===== config.mk =====
export PLATFORM = sky130hd
export DESIGN_NAME = serial_tx
export DESIGN_NICKNAME = d
export VERILOG_FILES = /design/src/rtl/serial_tx.sv
export SDC_FILE = /design/constraint.sdc
export NUM_CORES = 1
export LEC_CHECK = 0
export ABC_AREA = 0
export CORE_ASPECT_RATIO = 0.7
export CORE_MARGIN = 2
export CORE_UTILIZATION = 53
export DETAILED_ROUTE_END_ITERATION = 10
export GPL_TIMING_DRIVEN = 0
export PLACE_DENSITY_LB_ADDON = 0.05
export SLEW_MARGIN = 20
export SYNTH_ARGS = -nofsm -noshare
export SYNTH_HDL_FRONTEND = slang
export SYNTH_SLANG_ARGS = --single-unit
export TNS_END_PERCENT = 5

===== constraint.sdc =====
create_clock -name clk -period 1.6 [get_ports clk]
set_input_delay 0.32 -clock clk [delete_from_list [all_inputs] [get_ports clk]]
set_output_delay 0.32 -clock clk [all_outputs]
set_load 0.02 [all_outputs]

===== src/rtl/serial_tx.sv =====
// Serial frame transmitter: start bit, WIDTH data bits LSB first, optional even
// parity, stop bit. Each bit is held for DIV clock cycles.
module serial_tx #(
  parameter int WIDTH  = 8,
  parameter int DIV    = 4,
  parameter int PARITY = 1
) (
  input  logic             clk,
  input  logic             clr,
  input  logic [WIDTH-1:0] data,
  input  logic             load,
  output logic             ready,
  output logic             busy,
  output logic             tx,
  output logic             done
);

  localparam int DW = (DIV > 1) ? $clog2(DIV) : 1;
  localparam int CW = (WIDTH > 1) ? $clog2(WIDTH) : 1;
  localparam logic [DW-1:0] DIV_LAST = DW'(DIV - 1);
  localparam logic [CW-1:0] CNT_LAST = CW'(WIDTH - 1);
  localparam logic          DONE_ON_ENTRY = (DIV == 1);

  typedef enum logic [2:0] {IDLE, START, DATA, PAR, STOP} state_t;

  state_t           state;
  logic [WIDTH-1:0] sr;
  logic [WIDTH-1:0] sr_next;
  logic             par_bit;
  logic [DW-1:0]    div;
  logic [CW-1:0]    cnt;
  logic             bit_end;

  assign sr_next = sr >> 1;
  assign bit_end = (div == DIV_LAST);

  // Outputs are set one edge ahead from the next-state decision so tx never glitches.
  always_ff @(posedge clk or posedge clr) begin
    if (clr) begin
      state   <= IDLE;
      tx      <= 1'b1;
      ready   <= 1'b1;
      busy    <= 1'b0;
      done    <= 1'b0;
      sr      <= '0;
      par_bit <= 1'b0;
      cnt     <= '0;
      div     <= '0;
    end else begin
      done <= 1'b0;
      if (state == IDLE) begin
        if (load) begin
          sr      <= data;
          par_bit <= ^data;
          div     <= '0;
          state   <= START;
          tx      <= 1'b0;
          ready   <= 1'b0;
          busy    <= 1'b1;
        end
      end else if (bit_end) begin
        div <= '0;
        case (state)
          START: begin
            state <= DATA;
            cnt   <= '0;
            tx    <= sr[0];
          end
          DATA: begin
            sr  <= sr_next;
            cnt <= cnt + 1'b1;
            if (cnt == CNT_LAST) begin
              if (PARITY != 0) begin
                state <= PAR;
                tx    <= par_bit;
              end else begin
                state <= STOP;
                tx    <= 1'b1;
                done  <= DONE_ON_ENTRY;
              end
            end else begin
              tx <= sr_next[0];
            end
          end
          PAR: begin
            state <= STOP;
            tx    <= 1'b1;
            done  <= DONE_ON_ENTRY;
          end
          default: begin
            state <= IDLE;
            tx    <= 1'b1;
            ready <= 1'b1;
            busy  <= 1'b0;
          end
        endcase
      end else begin
        div  <= div + 1'b1;
        // done lands on the final cycle of the stop bit.
        done <= (state == STOP) && ((div + 1'b1) == DIV_LAST);
      end
    end
  end

endmodule


==> results of run 1 <==
power by group through the flow:
stage | logic, mW | clock network, mW | registers [mW]
final | 1.18 | 0.258 | 0.888
after CTS | 1.05 | 0.264 | 0.879
after floorplan | 0.824 | 0 | 0.866
after detailed placement | 1.04 | 0 | 0.891
after global placement | 1.01 | 0 | 0.880
after global routing | 1.31 | 0.280 | 0.910
layout make-up:
cell class | instances | area share
Timing Repair Buffer | 19 | 0.125
Clock buffer | 4 | 0.0189
Tap cell | 24 | 0.0216
Buffer | 7 | 0.0368
Multi-Input combinational cell | 81 | 0.408
Sequential cell | 21 | 0.379
Inverter | 4 | 0.0108
flip-flops by register name, summed over array words and instances (netlist names):
register,count
div,2
cnt,3
done,1
state,3
ready,1
tx,1
sr,8
busy,1
par_bit,1
path summary, 6_finish.rpt:
check                       start      end  cells after the start
max reg2reg                div[0]    sr[2]                      7
max in group asynchronous     clr  par_bit                      2
min                          load    sr[7]                      3
max                        div[0]    sr[2]                      7
min reg2reg                 ready    ready                      2
min in group asynchronous     clr    sr[3]                      2
timing repair:
| action | in CTS | in global routing |
|---|---|---|
| setup endpoints to repair | 6 | 8 |
| resized for setup | 4 | 7 |
| hold buffers | 0 | 0 |
| pin swaps | 0 | 2 |
| hold endpoints to repair | 0 | 0 |
| setup buffers | 0 | 6 |
worst max-delay path: stages, from the launching register on:
cell and delay, ps:
dfrtp_1 420, ha_1 220, buf_4 180, mux2i_2 190
nor2_2 90, buf_6 160, nor2_2 100, a21oi_2 40
logic make-up after synthesis:
logic type,after synthesis,share of synthesized area
and+or+nand+nor,32,0.141
DFF,21,0.461
muxes,10,0.0874
AOI/OAI and AO/OA,28,0.161
xor gates and xnor gates,7,0.0536
buffers and inverters,11,0.0524
adders and majority gates,4,0.0437
placed cells by master, fill, tap and decap left out, types with 2 or more instances in the layout:
cell type / Yosys / routed
a21oi_1: 8 / 8
buf_4: 2 / 8
clkbuf_1: 1 / 2
ha_1: 4 / 4
nor2_1: 12 / 9
o21ai_0: 4 / 4
nor2_2: 1 / 4
a21oi_2: 3 / 3
buf_6: 1 / 2
dfrtp_1: 19 / 19
clkdlybuf4s50_1: 0 / 9
clkbuf_4: 0 / 3
buf_2: 3 / 2
dlygate4sd2_1: 0 / 3
o22ai_1: 2 / 2
a31oi_1: 3 / 3
xnor2_1: 7 / 7
nor2b_1: 2 / 2
nand2_1: 9 / 9
inv_1: 4 / 4
dfstp_2: 2 / 2
nand3_1: 2 / 2
nand3b_1: 2 / 2
a22o_1: 3 / 3
mux2i_1: 10 / 9
layer usage:
metal | vias to the layer above | GRT usage
li1 | 437 | -
met1 | 435 | 0.280
met2 | 10 | 0.323
met3 | 2 | 0.0549
met4 | 0 | 0.0400
met5 | - | 0
metrics by stage:
step	instances	hold WS, ps	power [mW]	utilization	setup WS (ps)
floorplan	113	295	1.69	-	164
global placement	150	489	1.89	0.621	52.1
detailed placement	150	496	1.94	0.621	-7.23
global route	160	467	2.50	0.663	-17.4
CTS	154	416	2.19	0.633	-0.0776
finish	160	424	2.33	0.663	97.4
==> flow_metrics.env, run 1 <==
export IMPL_antenna_found_initial=0
export IMPL_yosys_cell_count_top_type="dfrtp_1"
export IMPL_n_antenna_cell=0
export IMPL_p_switching_mw=0.923
export IMPL_die_area_mm2=0.00255
export IMPL_drv_slew=0
export IMPL_period_minus_slack_ps=1500
export IMPL_die_x_um=59.6
export IMPL_relSlewSlack=0.471
export IMPL_drc=0
export IMPL_fin_crit_sh=0.939
export IMPL_synth_top_cell_area_share=0.415
export IMPL_status="complete, no violations"
export IMPL_place_area_mm2=0.00131
export IMPL_report_final_hold_viol_count=0
export IMPL_arrival_ps=1690
export IMPL_cp_start_kind="register"
export IMPL_io_pins=15
export IMPL_critPathMaxFanout=10
export IMPL_ys_warnings_count=0
export IMPL_synth_distinct_cells=31
export IMPL_switching_share=0.397
export IMPL_grt_pass1_vias=890
export IMPL_track_usage=0.203
export IMPL_cap_viol_max_count=0
export IMPL_clock_latency_ps=310
export IMPL_finalInstanceArea_mm2=0.00139
export IMPL_grt_pass1_wl_um=3860
export IMPL_routed_top_layer="met4"
export IMPL_routedWlPerCell_um=14.1
export IMPL_overflow=0
export IMPL_p_leak_nw=0.636
export IMPL_synth_seq_area_share=0.461
export IMPL_dominantRegCellSynth="dfrtp_1"
export IMPL_core_area_mm2=0.00210
export IMPL_setup_violations=0
export IMPL_critPathKind="register to register"
export IMPL_p_int_mw=1.40
export IMPL_r2r_slack_ps=100
export IMPL_clk_path_buf_depth=2
export IMPL_synth_area_leaders="dfrtp_1 (42%), mux2i_1 (8.7%), xnor2_1 (5.4%)"
export IMPL_cts_root_buf="clkbuf_4"
export IMPL_crit_required_ps=1790
export IMPL_synth_cells_most_frequent="dfrtp_1 (19), nor2_1 (12), mux2i_1 (10)"
export IMPL_numPortBuffers=13
export IMPL_fmax_mhz=666
export IMPL_vias=884
export IMPL_synth_edf_count=0
export IMPL_seqCellArea_um2=528
export IMPL_synth_largest_area_cell="dfrtp_1"
export IMPL_postSynth_asyncResetShare=1.00
export IMPL_clk_pin_slew_ps=130
export IMPL_n_fill_cell=170
export IMPL_p_comb_frac=0.507
export IMPL_ys_ff_latch=21
export IMPL_num_nets_final=152
export IMPL_finalSetupTns_ps=0
export IMPL_clkPwrFrac=0.111
export IMPL_synth_area_mm2=0.00114
export IMPL_cts_made_buffers=3
export IMPL_vias_per_cell=5.53
export IMPL_wl_met1_um=1100
export IMPL_min_path_type="input port to register"
export IMPL_cts_tree="yes"
export IMPL_wl_met2_um=1070
export IMPL_drtIter0Drc=32
export IMPL_worst_pin_slew_ps=792
export IMPL_htree_levels=1
export IMPL_core_rowCount=14
export IMPL_critPathCaptureType="register"
export IMPL_detail_route_wirelength_um=2260
export IMPL_synth_fp_nets=128
export IMPL_ir_drop_mv=0.889
export IMPL_power_density_mw_per_mm2=1670
export IMPL_antenna_left=0
export IMPL_clock_sinks=21
export IMPL_seq_power_share=0.382
export IMPL_syn_avg_cell_area_um2=10.1
export IMPL_dr_pass1_iters=4
export IMPL_grt_start_max_net_pins=22
export IMPL_skew_ps=15.3
export IMPL_hpwlAfterDp_um=1610
export IMPL_area_delta_synth_final_pct=21.6
export IMPL_syn_inst=113
export IMPL_multiInputGateArea_um2=568
export IMPL_initial_core_util=0.545
export IMPL_gp_congestion=0.692
export IMPL_fp_dieH_um=42.9
export IMPL_drive_above_1_share=0.206
export IMPL_met3_length_um=66
No activity file was read; power rests on OpenSTA's default activity.
==> run 2, diff against run 1 <==
--- a/config.mk
+++ b/config.mk
@@ -6,9 +6,10 @@
 export NUM_CORES = 1
 export LEC_CHECK = 0
 export ABC_AREA = 0
+export CAP_MARGIN = 10
 export CORE_ASPECT_RATIO = 0.7
 export CORE_MARGIN = 2
-export CORE_UTILIZATION = 53
+export CORE_UTILIZATION = 57
 export DETAILED_ROUTE_END_ITERATION = 10
 export GPL_TIMING_DRIVEN = 0
 export PLACE_DENSITY_LB_ADDON = 0.05
==> constraint.sdc (replaced) <==
create_clock -name clk -period 1.8 [get_ports clk]
set_input_delay 0.36 -clock clk [delete_from_list [all_inputs] [get_ports clk]]
set_output_delay 0.36 -clock clk [all_outputs]
set_load 0.02 [all_outputs]
==> run 2 against run 1 <==
  * Die area is 6.5% lower
  * Hold slack better by 30 ps
  * Clock-buffer cell count stayed put
  * Sequential share of layout area is 1.9 points higher
  * Utilization is 4.7 points higher
  * Sequential power is 11% lower
  * Design area is 4.8% lower
  * Combinational power is 21% lower
  * Register-to-register slack better by 80 ps
  * Clock power is 13% lower
  * Critical endpoint is now busy
  * Largest cell class unchanged
==> flow_metrics.env, run 2 (synthesis results as in run 1) <==
export IMPL_clk_pin_slew_ps=110
export IMPL_drc=0
export IMPL_path_depth=1
export IMPL_setup_violations=0
export IMPL_critPathKind="register to output port"
export IMPL_cp_slowest_stage_delay_ps=610
export IMPL_antenna_left=0
export IMPL_utilization=0.709
export IMPL_finalSetupTns_ps=0
export IMPL_status="complete, no violations"
export IMPL_crit_buf_inv=1
export IMPL_detail_route_wirelength_um=2250
export IMPL_report_final_hold_viol_count=0
export IMPL_wl_met2_um=1030
export IMPL_drtIter0Drc=32
export IMPL_finalInstanceArea_mm2=0.00133
export IMPL_hold_depth=3
export IMPL_crit_chain="clkdlybuf4s50_1"
export IMPL_r2r_slack_ps=180
export IMPL_min_from="load"
export IMPL_fin_crit_sh=0.920
export IMPL_skew_ps=6.43
export IMPL_cpLargestDelayFamily="buffers and inverters"
export IMPL_core_area_mm2=0.00187
export IMPL_grt_pass1_wl_um=3790
export IMPL_routedWlPerCell_um=14.8
export IMPL_track_usage=0.203
export IMPL_overflow=0
export IMPL_rsz0062_at_grt="false"
export IMPL_drive_above_1_share=0.138
export IMPL_num_nets_final=146
export IMPL_vias=876
export IMPL_antenna_found_initial=0
export IMPL_gp_congestion=0.747
export IMPL_die_x_um=57.6
export IMPL_cap_viol_max_count=0
export IMPL_power_density_mw_per_mm2=1460
export IMPL_min_to="sr[7]"
export IMPL_clock_sinks=21
export IMPL_initial_core_util=0.612
export IMPL_seq_power_share=0.405
export IMPL_period_minus_slack_ps=1660
export IMPL_clk_path_buf_depth=2
export IMPL_p_int_mw=1.15
export IMPL_clkPwrFrac=0.115
export IMPL_vias_per_cell=5.76
export IMPL_fmax_mhz=604
export IMPL_critPathSlowestCell="clkdlybuf4s50_1"
export IMPL_routed_top_layer="met4"
export IMPL_die_area_mm2=0.00239
export IMPL_p_switching_mw=0.788
export IMPL_io_pins=15
export IMPL_switching_share=0.407
export IMPL_hpwlAfterDp_um=1680
export IMPL_arrival_ps=1300
export IMPL_numPortBuffers=13
export IMPL_drv_slew=0
export IMPL_postCtsHoldBufs=0
export IMPL_met3_length_um=95
export IMPL_largest_register="sr"
export IMPL_grt_start_max_net_pins=22
export IMPL_cts_tree="yes"
export IMPL_holdWs_ps=455
export IMPL_p_comb_frac=0.479
export IMPL_critPathMaxFanout=3
export IMPL_n_antenna_cell=0
export IMPL_cts_root_buf="clkbuf_4"
export IMPL_min_path_type="input port to register"
export IMPL_relSlewSlack=0.457
export IMPL_core_rowCount=13
export IMPL_wl_met1_um=1120
export IMPL_dr_pass1_iters=4
export IMPL_post_place_ws_ps=212
export IMPL_crit_required_ps=1440
export IMPL_reg2reg_from="div[0]"
export IMPL_area_delta_synth_final_pct=15.8
export IMPL_htree_levels=1
export IMPL_fin_ws_ps=144
export IMPL_worst_pin_slew_ps=814
export IMPL_cts_made_buffers=3
export IMPL_clock_latency_ps=300
export IMPL_final_common_cell="dfrtp_1"
export IMPL_critPathCaptureType="output port"
export IMPL_reg2regPathDepth=7
export IMPL_mostFrequentLayoutCells="dfrtp_1 (19), nor2_1 (12), clkdlybuf4s50_1 (11)"
export IMPL_p_leak_nw=0.588
export IMPL_ir_drop_mv=0.978
export IMPL_fp_dieH_um=41.5
export IMPL_largest_reg_flops=8
export IMPL_grt_pass1_vias=847
export IMPL_top_regs="sr (8), cnt (3), state (3)"
export IMPL_cp_start_kind="register"
export IMPL_r2r_end="sr[2]"
export IMPL_place_area_mm2=0.00130
-- run 2: cell types whose count changed in the layout (fill, tap and decap cells not counted), sizes merged --
cell / change
dlygate4sd2: -1
dlymetal6s2s: -1
buf: -6
clkdlybuf4s50: +2
-- run 2: what timing repair did --
item,in CTS,in global routing
endpoints found under the setup margin,2,0
buffers inserted,0,0
gates resized for setup,2,0
-- run 2: worst reg2reg max path: stages, from the launching register on --
cell	delay, ps
dfrtp_1	430
ha_1	170
buf_2	220
mux2i_1	130
nor2_2	210
buf_4	220
nor2_1	70
a21oi_2	100
-- run 2: worst max path at each step --
stage                         end    start  slack (ps)
final                        busy     busy         140
after global routing        sr[2]   div[0]          70
after CTS                    busy     busy         130
after detailed placement  par_bit  data[4]         210
after global placement    par_bit  data[4]         220
after floorplan             sr[2]   div[0]         360
-- run 2: routing by layer --
| metal | vias to the layer above | global-route usage |
|---|---|---|
| li1 | 425 | - |
| met1 | 424 | 0.291 |
| met2 | 25 | 0.316 |
| met3 | 2 | 0.0561 |
| met4 | 0 | 0.0279 |
| met5 | - | 0 |
-- run 2: final cells by class --
cell class / count / area, um2
multi-input cells: 81 / 557
clock buffers: 4 / 26.3
inverters: 4 / 15.0
plain buffers: 7 / 45.0
flip-flops and latches: 21 / 528
repair buffers: 13 / 128
well taps: 22 / 27.5
fillers: 141 / 544
-- run 2: power by group through the flow --
stage	Sequential (mW)	Combinational, mW	Clock [mW]
after floorplan	0.769	0.733	0
after global placement	0.781	0.894	0
after detailed placement	0.793	0.935	0
after CTS	0.783	0.931	0.231
after global routing	0.806	1.02	0.250
final	0.786	0.930	0.224
-- run 2: stage by stage --
stage,instances,power (mW)
final,152,1.94
after global routing,152,2.07
after CTS,152,1.95
after detailed placement,148,1.73
after global placement,148,1.68
after floorplan,113,1.50
==> run 3, diff against run 2 <==
--- a/config.mk
+++ b/config.mk
@@ -6,7 +6,6 @@
 export NUM_CORES = 1
 export LEC_CHECK = 0
 export ABC_AREA = 0
-export CAP_MARGIN = 10
 export CORE_ASPECT_RATIO = 0.7
 export CORE_MARGIN = 2
 export CORE_UTILIZATION = 57
==> results of run 3 <==
No change in the layout: final DEF, timing and power equal those of run 2.
